[src/rtl/mips_pkg.sv]
// Shared definitions for the MIPS pipeline front end.
package mips_pkg;

    typedef enum logic [1:0] {
        StIdle,
        StFetch,
        StHold,
        StDiscard
    } fetch_state_e;

    localparam logic [31:0] PC_STEP          = 32'd4;
    localparam logic [31:0] NOP_INSTR        = 32'h0000_0000;
    localparam logic [31:0] RESET_PC_DEFAULT = 32'h0000_0000;

endpackage

[src/rtl/next_pc_sel.sv]
// Redirect decode: picks the branch or jump target and flags a redirect.
module next_pc_sel
    import mips_pkg::*;
(
    input  logic [31:0] pc4,
    input  logic        branch_taken,
    input  logic [31:0] branch_target,
    input  logic        jump,
    input  logic [25:0] jump_index,
    output logic        redirect,
    output logic [31:0] target
);

    always_comb begin
        redirect = branch_taken | jump;
        // Branch wins; both targets are forced onto a word boundary.
        if (branch_taken) begin
            target = branch_target & ~32'd3;
        end else begin
            target = (pc4 & 32'hF000_0000) | {4'b0000, jump_index, 2'b00};
        end
    end

endmodule

[src/rtl/pc_fetch_unit.sv]
// Instruction fetch front end: PC, req/ack fetch port and the IF/ID register.
module pc_fetch_unit
    import mips_pkg::*;
#(
    parameter logic [31:0] RESET_PC = RESET_PC_DEFAULT
) (
    input  logic        clk,
    input  logic        rst_n,
    input  logic        stall,
    input  logic        branch_taken,
    input  logic [31:0] branch_target,
    input  logic        jump,
    input  logic [25:0] jump_index,
    output logic        imem_req,
    output logic [31:0] imem_addr,
    input  logic        imem_ack,
    input  logic [31:0] imem_rdata,
    output logic [31:0] if_id_instr,
    output logic [31:0] if_id_pc4,
    output logic        if_id_valid
);

    fetch_state_e state_q, state_d;
    logic [31:0]  pc_q, pc_d;
    logic [31:0]  pend_pc_q, pend_pc_d;
    logic [31:0]  buf_instr_q, buf_instr_d;
    logic [31:0]  instr_q, instr_d;
    logic [31:0]  pc4_q, pc4_d;
    logic         valid_q, valid_d;

    logic         redirect;
    logic [31:0]  target;
    logic [31:0]  pc_plus4;

    next_pc_sel u_next_pc_sel (
        .pc4           (pc4_q),
        .branch_taken  (branch_taken),
        .branch_target (branch_target),
        .jump          (jump),
        .jump_index    (jump_index),
        .redirect      (redirect),
        .target        (target)
    );

    assign pc_plus4 = pc_q + PC_STEP;

    // Bus outputs come from registers only; a DISCARD keeps presenting the stale address.
    assign imem_req    = (state_q == StFetch) || (state_q == StDiscard);
    assign imem_addr   = pc_q;
    assign if_id_instr = instr_q;
    assign if_id_pc4   = pc4_q;
    assign if_id_valid = valid_q;

    always_comb begin
        state_d     = state_q;
        pc_d        = pc_q;
        pend_pc_d   = pend_pc_q;
        buf_instr_d = buf_instr_q;
        instr_d     = instr_q;
        pc4_d       = pc4_q;
        valid_d     = valid_q;

        unique case (state_q)
            StIdle: begin
                state_d = StFetch;
                if (redirect) begin
                    pc_d = target;
                end
            end
            StFetch: begin
                if (imem_ack) begin
                    if (redirect) begin
                        pc_d    = target;
                        valid_d = 1'b0;
                    end else if (stall) begin
                        buf_instr_d = imem_rdata;
                        state_d     = StHold;
                    end else begin
                        instr_d = imem_rdata;
                        pc4_d   = pc_plus4;
                        valid_d = 1'b1;
                        pc_d    = pc_plus4;
                    end
                end else if (redirect) begin
                    pend_pc_d = target;
                    valid_d   = 1'b0;
                    state_d   = StDiscard;
                end else if (!stall) begin
                    valid_d = 1'b0;
                end
            end
            StHold: begin
                if (redirect) begin
                    pc_d    = target;
                    valid_d = 1'b0;
                    state_d = StFetch;
                end else if (!stall) begin
                    instr_d = buf_instr_q;
                    pc4_d   = pc_plus4;
                    valid_d = 1'b1;
                    pc_d    = pc_plus4;
                    state_d = StFetch;
                end
            end
            StDiscard: begin
                // Newest redirect wins, even one arriving with the stale ack.
                if (redirect) begin
                    pend_pc_d = target;
                end
                if (imem_ack) begin
                    pc_d    = pend_pc_d;
                    state_d = StFetch;
                end
            end
            default: begin
                state_d = StIdle;
            end
        endcase
    end

    always_ff @(posedge clk or negedge rst_n) begin
        if (!rst_n) begin
            state_q     <= StIdle;
            pc_q        <= RESET_PC;
            pend_pc_q   <= RESET_PC;
            buf_instr_q <= NOP_INSTR;
            instr_q     <= NOP_INSTR;
            pc4_q       <= 32'h0;
            valid_q     <= 1'b0;
        end else begin
            state_q     <= state_d;
            pc_q        <= pc_d;
            pend_pc_q   <= pend_pc_d;
            buf_instr_q <= buf_instr_d;
            instr_q     <= instr_d;
            pc4_q       <= pc4_d;
            valid_q     <= valid_d;
        end
    end

endmodule

[config.mk]
export PLATFORM = sky130hd
export DESIGN_NAME = pc_fetch_unit
export DESIGN_NICKNAME = d
export VERILOG_FILES = /design/src/rtl/mips_pkg.sv /design/src/rtl/next_pc_sel.sv /design/src/rtl/pc_fetch_unit.sv
export SDC_FILE = /design/constraint.sdc
export NUM_CORES = 1
export LEC_CHECK = 0
export CAP_MARGIN = 40
export CORE_ASPECT_RATIO = 0.75
export CORE_MARGIN = 2
export CORE_UTILIZATION = 45
export DETAILED_ROUTE_END_ITERATION = 6
export GPL_TIMING_DRIVEN = 0
export HOLD_SLACK_MARGIN = 0.1
export PLACE_DENSITY = 0.73
export SLEW_MARGIN = 15
export SYNTH_ARGS = -nofsm -noshare
export SYNTH_HDL_FRONTEND = slang
export SYNTH_HIERARCHICAL = 1
export SYNTH_SLANG_ARGS = --single-unit
[constraint.sdc]
create_clock -name clk -period 4.5 [get_ports clk]
set_input_delay 0.675 -clock clk [delete_from_list [all_inputs] [get_ports clk]]
set_output_delay 0.675 -clock clk [all_outputs]
set_load 0.02 [all_outputs]
==> results of run 1 <==
[kinds of logic (layout without fill, tap and decap cells)]
| group | Yosys count | in the layout | share of synthesized area |
|---|---|---|---|
| compound gates | 186 | 186 | 0.143 |
| xor+xnor | 28 | 28 | 0.0290 |
| fa+ha+maj | 6 | 6 | 0.00889 |
| buf+inv | 70 | 293 | 0.0366 |
| flops | 163 | 163 | 0.483 |
| mux | 134 | 134 | 0.173 |
| other cells | 1 | 2 | 0.000444 |
| simple gates | 211 | 211 | 0.125 |
[power breakdown]
| part | leakage (nW) | switching (mW) | internal [mW] |
|---|---|---|---|
| combinational | 2.25 | 2.11 | 1.89 |
| clock | 0.284 | 0.662 | 0.797 |
| sequential | 1.93 | 0.559 | 2.20 |
| total | 4.47 | 3.33 | 4.89 |
[metrics by stage]
| stage | setup TNS, ns | instance area, µm² | power [mW] | cells |
|---|---|---|---|---|
| 3_3_place_gp | -673.92 | 10700 | 6.64 | 1237 |
| 6_report | 0 | 11300 | 8.22 | 1270 |
| 4_1_cts | 0 | 11300 | 8.22 | 1270 |
| 2_1_floorplan | 0 | 8450 | 5.08 | 800 |
| 3_5_place_dp | 0 | 10700 | 6.74 | 1238 |
| 5_1_grt | 0 | 11300 | 8.71 | 1270 |
[synth_stat cells, types with 6 or more instances]
cell type  number  area share
o31ai_1         6      0.0053
xnor2_1        21       0.022
nand2_1        30       0.013
xor2_1          7      0.0073
nand4_1         8      0.0059
a21oi_1        65       0.039
clkbuf_1       38       0.017
mux2i_1        36       0.043
inv_1          12      0.0053
dfrtp_1       163        0.48
buf_2           7      0.0041
and2_1          7      0.0052
o21ai_0        37       0.022
nor3_1         10      0.0059
a32o_1         11       0.013
nor2_1         95       0.042
buf_1           6      0.0027
nor4_1          6      0.0044
ha_1            6      0.0089
a22oi_1        13       0.012
nand3_1        13      0.0077
nand2b_1       12      0.0089
mux2_2         98        0.13
o2bb2ai_1       7      0.0073
a221oi_1        6      0.0062
and3_1          7      0.0052
[metal layers]
| metal | GRT usage | part of all wire | routed length [µm] |
|---|---|---|---|
| met1 | 0.367 | 0.47 | 11500 |
| met2 | 0.359 | 0.43 | 10400 |
| met3 | 0.0710 | 0.087 | 2130 |
| met4 | 0.0686 | 0.015 | 367 |
| met5 | 0 | 0 | 0 |
[layout make-up]
class / instances / share of cell area
plain buffers: 58 / 0.0234
multi-input cells: 567 / 0.360
repair buffers: 191 / 0.172
well taps: 247 / 0.0274
inverters: 12 / 0.00399
clock buffers: 18 / 0.0389
clock inverters: 14 / 0.0129
flip-flops and latches: 163 / 0.362
[state kept, by name, indices dropped and copies added (netlist names)]
| signal | flops |
|---|---|
| if_id_valid | 1 |
| if_id_pc4 | 32 |
| imem_addr | 32 |
| state_q | 2 |
| buf_instr_q | 32 |
| pend_pc_q | 32 |
| if_id_instr | 32 |
[worst register-to-register path: cells and delay by family, from the launching register on]
kind	cells	cell delay [ns]
DFF	1	0.41
buffers and inverters	3	0.94
AOI/OAI and AO/OA	3	1.16
adders and majority gates	1	0.42
and+or+nand+nor	1	0.08
[cells in the final DEF (no fill, tap or decap), types with 8 or more instances in the layout]
cell	count
clkdlybuf4s50_1	189
dfrtp_1	163
mux2_2	98
nor2_1	95
a21oi_1	65
clkbuf_1	38
o21ai_0	37
mux2i_1	36
nand2_1	30
xnor2_1	21
clkbuf_16	17
nand3_1	13
a22oi_1	13
inv_1	12
nand2b_1	12
a32o_1	11
nor3_1	10
nand4_1	8
[worst paths after layout]
check                                endpoint          from  cells past startpoint  slack [ns]
min in group clk                 if_id_pc4[0]  if_id_pc4[0]                      1        0.51
max in group asynchronous       if_id_pc4[20]         rst_n                      2        3.47
worst max-delay path            imem_addr[11]  branch_taken                      9        0.83
worst min-delay path            if_id_pc4[10]         rst_n                      1        0.19
worst min register to register   if_id_pc4[0]  if_id_pc4[0]                      1        0.51
worst max register to register  imem_addr[30]    state_q[0]                      8        1.39
==> results by group, run 1 <==
Status
  – Status: complete, no violations

Critical path
  – CP startpoint kind: primary input
  – WS Path Type: in -> reg
  – Largest stage delay, worst path: 0.65 ns
  – CP required: 4.79 ns
  – Worst-path fanout max: 10
  – Cell chain of the critical path: clkdlybuf4s50_1 -> buf_6 -> or2_2 -> clkbuf_1 -> o21ai_0 -> a21oi_1 -> clkbuf_1 -> o21ai_0 -> o2bb2ai_1
  – Largest delay contributor family on the critical path: buffers and inverters
  – Crit path buf inv count: 4
  – Crit. End Element: flop
  – Arrival @ worst endpoint: a little under 4 ns
  – Highest-delay cell along the critical path: clkdlybuf4s50_1

CTS
  – Post_cts resized: 0
  – Clock buffer count from CTS: 17
  – Sink Count: 163
  – CTS tree: yes
  – Hold bufs inserted after CTS: 0
  – Clock buffer depth: 2
  – Later-pin clock latency in the skew report: 0.43 ns
  – Root buf cell: clkbuf_16
  – Clock transition at path regs: 0.07 ns
  – Number of post-CTS setup repair buffers: 0
  – H-tree depth: 4

Route
  – Final wirelength: 24400 µm
  – DR vias/cell: 5.69
  – ANT nets after route: 0
  – DRT iter0 DRCs: 543
  – Drt drc: 0
  – Vias post-DR: between 7000 and 8000
  – Initial DRT Pass Iterations: 5
  – Routed length per placed instance: between 15 and 20 µm

STA
  – Final setup fails: 0
  – Fin crit share: 0.816
  – Min Hold Slack: 0.186 ns
  – Worst-Margin Slew: 0.888 ns
  – Worst Skew: around 0.014 ns
  – Fmax: 272 MHz
  – Final hold vios: 0
  – Final worst slack: roughly 0.83 ns
  – RSZ-0062 raised after global routing: false
  – Slew Limit Headroom: 0.408
  – Minimum clock period: roughly 3.7 ns
  – Slew Limit Fails: 0

Synthesis
  – Post-synthesis async set-or-reset flop share: 1.00
  – Post-synth EDFFs: 0
  – Synthesized area: about 8400 µm²
  – Yosys Warn Count: 6
  – Cell variety after synth: 65
  – Syn Inst Count: 799
  – Ys flop type: dfrtp_1
  – Avg Inst Size Synth: between 10 and 15 µm²
  – Register area share after synthesis: 0.483
  – Register bit total from synthesis: 163

Job
  – Number of max-cap violations: 0

Pwr
  – Leak: 4.47 nW
  – VDD IR-drop max: 0.349 mV
  – PD cells: roughly 730 nW/µm²

Final layout
  – Area of the multi-input gates: 4060 µm²
  – Synth-to-layout area growth: 33.5%
  – Post-layout util: 0.611
  – Register area: 4080 µm²
  – Share of cells above drive strength 1: 0.160
  – Diodes inserted: 0
  – FILL cells: 1561
  – NumNets Final: roughly 1100

Die
  – Initial Util: 0.458
  – Die height: between 100 and 150 µm
  – # IOs: approximately 190
  – Die area: 19900 µm²
  – Row cnt: 43
  – Die Wd: about 160 µm
  – Core area: 18500 µm²

Place
  – IO Port Bufs: 190
  – Pre-CTS setup slack: about 0.47 ns
  – Placer Congestion: roughly 0.87
  – DP HPWL: 17400 µm

Global route
  – Pin count of the biggest net entering global routing: 85
  – First-pass GRT wire length: 38100 µm
  – Vias in the first global route: 6974
  – Congestion Overflow GR: 0
  – Initial antenna violation count: 0
  – Global Route Usage Sum: 0.249

Hold path
  – Min-delay worst type: in -> async
Note: power is estimated with default switching activity, not from simulation.
==> inputs of run 2 (changes only) <==
Settings changed: PLACE_DENSITY 0.73 to 0.76.
Clock period 4.5 ns to 3.3 ns, I/O delays scaled along.
==> run 2 against run 1 <==
The flow now finishes with violations (DRC, setup timing). Critical endpoint is now imem_addr[8]. Count of clock-buffer cells in the layout increased by 2. Non-clock buffer count increased by 1. Largest cell class unchanged. Die area unchanged. Sequential power increased by 37%.
==> results by group, run 2 (synthesis results as in run 1) <==
Status
  – Status: complete, but fails checks
  – Failing checks: DRC, setup timing

Critical path
  – CP startpoint kind: primary input
  – R2R Setup Slk: 0.37 ns (-1.02 ns)
  – CP required: 3.64 ns (-1.15 ns)
  – Worst-path fanout max: 10 (unchanged)
  – WS Path Type: in -> reg
  – Arrival @ worst endpoint: 3.65 ns (-0.31 ns)
  – Crit. End Element: flop

Pwr
  – Switching share of power: 0.398 (-0.00725)
  – Leak: 4.50 nW (+0.75%)
  – Psw: 4.51 mW (+35%)
  – Total power: 11.3 mW (+38%)
  – Comb pwr share: 0.485 (-0.002)
  – Sequential power share: 0.333 (-0.003)
  – Internal power: 6.83 mW (+40%)
  – Clk pwr share: 0.182 (+0.005)
  – PD cells: 1000 nW/µm² (+37%)
  – VDD IR-drop max: 0.433 mV (+24%)

Final layout
  – Synth-to-layout area growth: 34.2%
  – Post-layout util: 0.614 (+0.00292)
  – Most frequent cells in the layout: clkdlybuf4s50_1 (189), dfrtp_1 (163), mux2_2 (98), nor2_1 (95), a21oi_1 (64)
  – Diodes inserted: 0 (unchanged)
  – Share of cells above drive strength 1: 0.166 (+0.00570)
  – NumNets Final: 1113 (+0.090%)
  – Commonest non-fill, non-tap cell in the layout: clkdlybuf4s50_1

Global route
  – First-pass GRT wire length: 38200 µm (+0.41%)
  – Vias in the first global route: 6907 (-0.96%)
  – Global Route Usage Sum: 0.251 (+0.00161)
  – Congestion Overflow GR: 0 (unchanged)
  – Pin count of the biggest net entering global routing: 90 (+5.9%)
  – Initial antenna violation count: 0 (unchanged)

Route
  – Drt drc: 12 (+12)
  – DR vias/cell: 5.77 (+1.6%)
  – ANT nets after route: 0 (unchanged)
  – Routed length per placed instance: 19.4 µm (+0.82%)
  – DRT iter0 DRCs: 760 (+40%)
  – Initial DRT Pass Iterations: 7 (+2)
  – Final wirelength: 24600 µm (+0.90%)
  – Vias post-DR: 7339 (+1.6%)

CTS
  – Clock buffer depth: 2 (unchanged)
  – Clock buffer count from CTS: 17 (unchanged)
  – Root buf cell: clkbuf_16
  – CTS tree: yes
  – Sink Count: 163 (unchanged)
  – Clock transition at path regs: 0.06 ns (about the same)
  – Number of post-CTS setup repair buffers: 0 (unchanged)
  – Later-pin clock latency in the skew report: 0.43 ns (about the same)
  – H-tree depth: 4 (unchanged)

STA
  – Final setup fails: 1 (+1)
  – Final worst slack: -0.00478 ns (-0.833 ns)
  – Worst Skew: 0.0103 ns (-0.00390 ns)
  – Worst-Margin Slew: 0.953 ns (+0.0652 ns)
  – Minimum clock period: approximately 3.3 ns
  – Slew Limit Fails: 0 (unchanged)
  – Slew Limit Headroom: 0.365 (-0.0435)
  – Fmax: 303 MHz
  – Min Hold Slack: 0.503 ns (+0.317 ns)
  – Final hold vios: 0 (unchanged)
  – RSZ-0062 raised after global routing: true
  – Fin crit share: 1.00

Die
  – Initial Util: 0.458 (unchanged)
  – # IOs: 194 (unchanged)
  – Die Wd: 162 µm (unchanged)
  – Core area: 18500 µm² (unchanged)
  – Die area: 19900 µm² (unchanged)
  – Row cnt: 43 (unchanged)
  – Die height: 123 µm (unchanged)

Hold path
  – Min-delay worst type: reg -> reg

Place
  – DP HPWL: 17600 µm (+1.1%)
  – Placer Congestion: 0.938 (+7.4%)
  – IO Port Bufs: 190 (unchanged)

Job
  – Number of max-cap violations: 0 (unchanged)
run 2: cell type report:
cell class                      count  area [µm²]
Clock inverter                     12         155
Sequential cell                   163        4080
Timing Repair Buffer              192        1940
Inverter                           12        45.0
Tap cell                          247         309
Multi-Input combinational cell    567        4070
Fill cell                        1560        7120
Buffer                             58         270
Clock buffer                       20         457
run 2: power groups by stage:
stage	clock (mW)	combinational, mW	sequential, mW
finish	2.06	5.50	3.77
global route	2.18	5.90	3.91
global placement	0	5.30	3.75
CTS	2.09	5.46	3.76
floorplan	0	2.60	4.33
detailed placement	0	5.41	3.79
run 2: critical path, cell delays in order:
cell	delay, ns
clkdlybuf4s50_1	0.57
buf_6	0.25
or2_2	0.35
nand2b_1	0.16
clkbuf_1	0.27
o221ai_2	0.48
clkbuf_1	0.77
nand2_1	0.16
o21ai_1	0.13
run 2: final timing paths:
path / start / end / cells past startpoint
max: branch_taken / imem_addr[8] / 9
max reg2reg: state_q[0] / imem_addr[8] / 8
min in group asynchronous: rst_n / if_id_pc4[16] / 2
min reg2reg: buf_instr_q[7] / buf_instr_q[7] / 1
min: buf_instr_q[7] / buf_instr_q[7] / 1
max in group asynchronous: rst_n / if_id_instr[9] / 3
run 2: layer usage:
metal  GRT usage  vias up  share of wire
met2       0.369      359           0.43
met1       0.360     3626           0.46
met4      0.0763        0          0.018
li1            -     3320              -
met3      0.0727       34          0.092
met5           0        -              0
run 2: what timing repair did:
action,4_1_cts,5_1_grt
resized for setup,2,9
hold endpoints to repair,74,0
endpoints found under the setup margin,13,30
hold buffers,1,0
run 2: stage by stage:
stage	setup TNS, ns	instance area (µm²)	setup slack (ns)	instances
6_report	-0.00478	11300	-0.00478	1271
2_1_floorplan	0	8450	0.907	800
4_1_cts	0	11300	0.0148	1271
3_3_place_gp	-863.87	10700	-5.16	1237
5_1_grt	-0.0143	11300	-0.0143	1271
3_5_place_dp	-27.02	10700	-0.576	1238
==> inputs of run 3 (changes only) <==
Settings changed: SETUP_SLACK_MARGIN from default to 0.2.
==> run 3 against run 2 <==
The flow now finishes without violations. Via count shrank 0.59%. Critical path depth is the same. First-iteration DRC count shrank 0.39%. Final area grew 0.13%. Wire length is essentially flat. Clock skew shrank 0.0029 ns. Count of clock-buffer cells in the layout is the same. Combinational power is essentially flat. Final cell count is the same. Hold slack is essentially flat.
==> results by group, run 3 (synthesis results as in run 1) <==
CTS
  – Later-pin clock latency in the skew report: 0.43 ns (about the same)
  – Clock buffer count from CTS: 17 (unchanged)
  – Number of post-CTS setup repair buffers: 0 (unchanged)
  – H-tree depth: 4 (unchanged)
  – Clock transition at path regs: 0.06 ns (about the same)
  – Clock buffer depth: 2 (unchanged)
  – CTS tree: yes
  – Sink Count: 163 (unchanged)
  – Root buf cell: clkbuf_16

STA
  – Minimum clock period: 2.99 ns (-0.319 ns)
  – Worst Skew: 0.00742 ns (-0.00290 ns)
  – Min Hold Slack: 0.503 ns (+0.0000430 ns)
  – Fmax: 335 MHz (+11%)
  – Final hold vios: 0 (unchanged)
  – Slew Limit Headroom: 0.440 (+0.0750)
  – RSZ-0062 raised after global routing: false
  – Setup_tns: 0 ns (+0.00478 ns)
  – Slew Limit Fails: 0 (unchanged)
  – Final setup fails: 0 (-1)
  – Worst-Margin Slew: 0.841 ns (-0.112 ns)
  – Fin crit share: 0.905 (-0.0966)

Critical path
  – Cell chain of the critical path: clkdlybuf4s50_1 -> buf_6 -> or2_2 -> clkbuf_1 -> o21ai_0 -> a21oi_2 -> clkbuf_2 -> o21ai_0 -> o2bb2ai_1
  – Crit path buf inv count: 4 (unchanged)
  – Largest stage delay, worst path: 0.66 ns (-0.11 ns)
  – Arrival @ worst endpoint: 3.29 ns (-0.36 ns)
  – Largest delay contributor family on the critical path: buffers and inverters
  – CP required: 3.60 ns (-0.04 ns)
  – Crit. End Element: flop
  – Highest-delay cell along the critical path: clkdlybuf4s50_1
  – WS Path Type: in -> reg
  – CP startpoint kind: primary input
  – Worst-path fanout max: 10 (unchanged)
  – Most Frequent Cell on Critical Path: o21ai_0
  – R2R Setup Slk: 0.69 ns (+0.32 ns)

Die
  – Die height: 123 µm (unchanged)
  – Row cnt: 43 (unchanged)
  – Initial Util: 0.458 (unchanged)
  – Die Wd: 162 µm (unchanged)
  – # IOs: 194 (unchanged)
  – Die area: 19900 µm² (unchanged)
  – Core area: 18500 µm² (unchanged)

Final layout
  – Most frequent cells in the layout: clkdlybuf4s50_1 (189), dfrtp_1 (163), mux2_2 (98), nor2_1 (95), a21oi_1 (64)
  – Finished Layout Cells: 1271 (unchanged)
  – NumNets Final: 1113 (unchanged)
  – Commonest non-fill, non-tap cell in the layout: clkdlybuf4s50_1
  – Diodes inserted: 0 (unchanged)
  – Share of cells above drive strength 1: 0.172 (+0.00586)
  – Synth-to-layout area growth: 34.3%
  – Post-layout util: 0.615 (+0.000814)

Place
  – Cell count after placement: 1238 (unchanged)
  – Placer Congestion: 0.938 (unchanged)
  – DP HPWL: 17600 µm (unchanged)
  – IO Port Bufs: 190 (unchanged)

Job
  – Number of max-cap violations: 0 (unchanged)

Pwr
  – PD cells: 1000 nW/µm² (about the same)
  – Leak: 4.52 nW (+0.44%)
  – VDD IR-drop max: 0.432 mV (-0.14%)
  – Total power: 11.3 mW (about the same)

Route
  – Routed length per placed instance: 19.4 µm (about the same)
  – ANT nets after route: 0 (unchanged)
  – Initial DRT Pass Iterations: 7 (unchanged)
  – Vias post-DR: 7296 (-0.59%)
  – Final wirelength: 24600 µm (about the same)
  – DRT iter0 DRCs: 757 (-0.39%)
  – DR vias/cell: 5.74 (-0.59%)
  – Drt drc: 0 (-12)

Global route
  – Initial antenna violation count: 0 (unchanged)
  – Pin count of the biggest net entering global routing: 90 (unchanged)
  – Vias in the first global route: 6936 (+0.42%)
  – Congestion Overflow GR: 0 (unchanged)
  – Global Route Usage Sum: 0.251 (about the same)
  – First-pass GRT wire length: 38300 µm (about the same)

Status
  – Status: complete, no violations

Hold path
  – Min-delay worst type: reg -> reg
## run 3: area by class of cell
cell class,instances,area (µm²)
Fill cell,1564,7110
Sequential cell,163,4080
Multi-Input combinational cell,567,4080
Timing Repair Buffer,192,1940
Clock buffer,20,457
Tap cell,247,309
Buffer,58,278
Clock inverter,12,155
Inverter,12,45.0
## run 3: final timing paths
check                          startpoint             end  cells past startpoint
max                          branch_taken   imem_addr[20]                      9
min                        buf_instr_q[7]  buf_instr_q[7]                      1
max reg2reg                    state_q[0]   imem_addr[24]                      8
min reg2reg                buf_instr_q[7]  buf_instr_q[7]                      1
max in group asynchronous           rst_n  if_id_instr[9]                      3
min in group asynchronous           rst_n   if_id_pc4[16]                      2
## run 3: what timing repair did
action                                  in CTS  in global routing
hold endpoints to repair                    74                  0
gates resized for setup                      6                 17
gates cloned                                 0                  0
endpoints found under the setup margin      42                 73
hold buffers                                 1                  0
## run 3: metrics by stage
step | setup slack (ns) | instance area (µm²)
2_1_floorplan | 0.907 | 8450
3_3_place_gp | -5.16 | 10700
3_5_place_dp | -0.576 | 10700
4_1_cts | 0.201 | 11300
5_1_grt | 0.211 | 11300
6_report | 0.314 | 11300
## run 3: worst reg2reg max path, cell delays in order, from the launching register on
cell	delay, ns
dfrtp_1	0.42
inv_1	0.13
ha_1	0.46
inv_1	0.16
and2_1	0.17
clkbuf_1	0.28
clkbuf_2	0.35
a221oi_1	0.38
o22ai_1	0.14
## run 3: layer usage
layer	wire length, µm	GRT usage	vias up
li1	-	-	3314
met1	11200	0.359	3607
met2	10700	0.370	340
met3	2310	0.0686	35
met4	435	0.0846	0
met5	0	0	-
## run 3: power breakdown
group | leakage, nW | switching (mW) | internal (mW)
clock network | 0.296 | 0.830 | 1.23
logic | 2.29 | 2.90 | 2.59
registers | 1.93 | 0.774 | 3.01
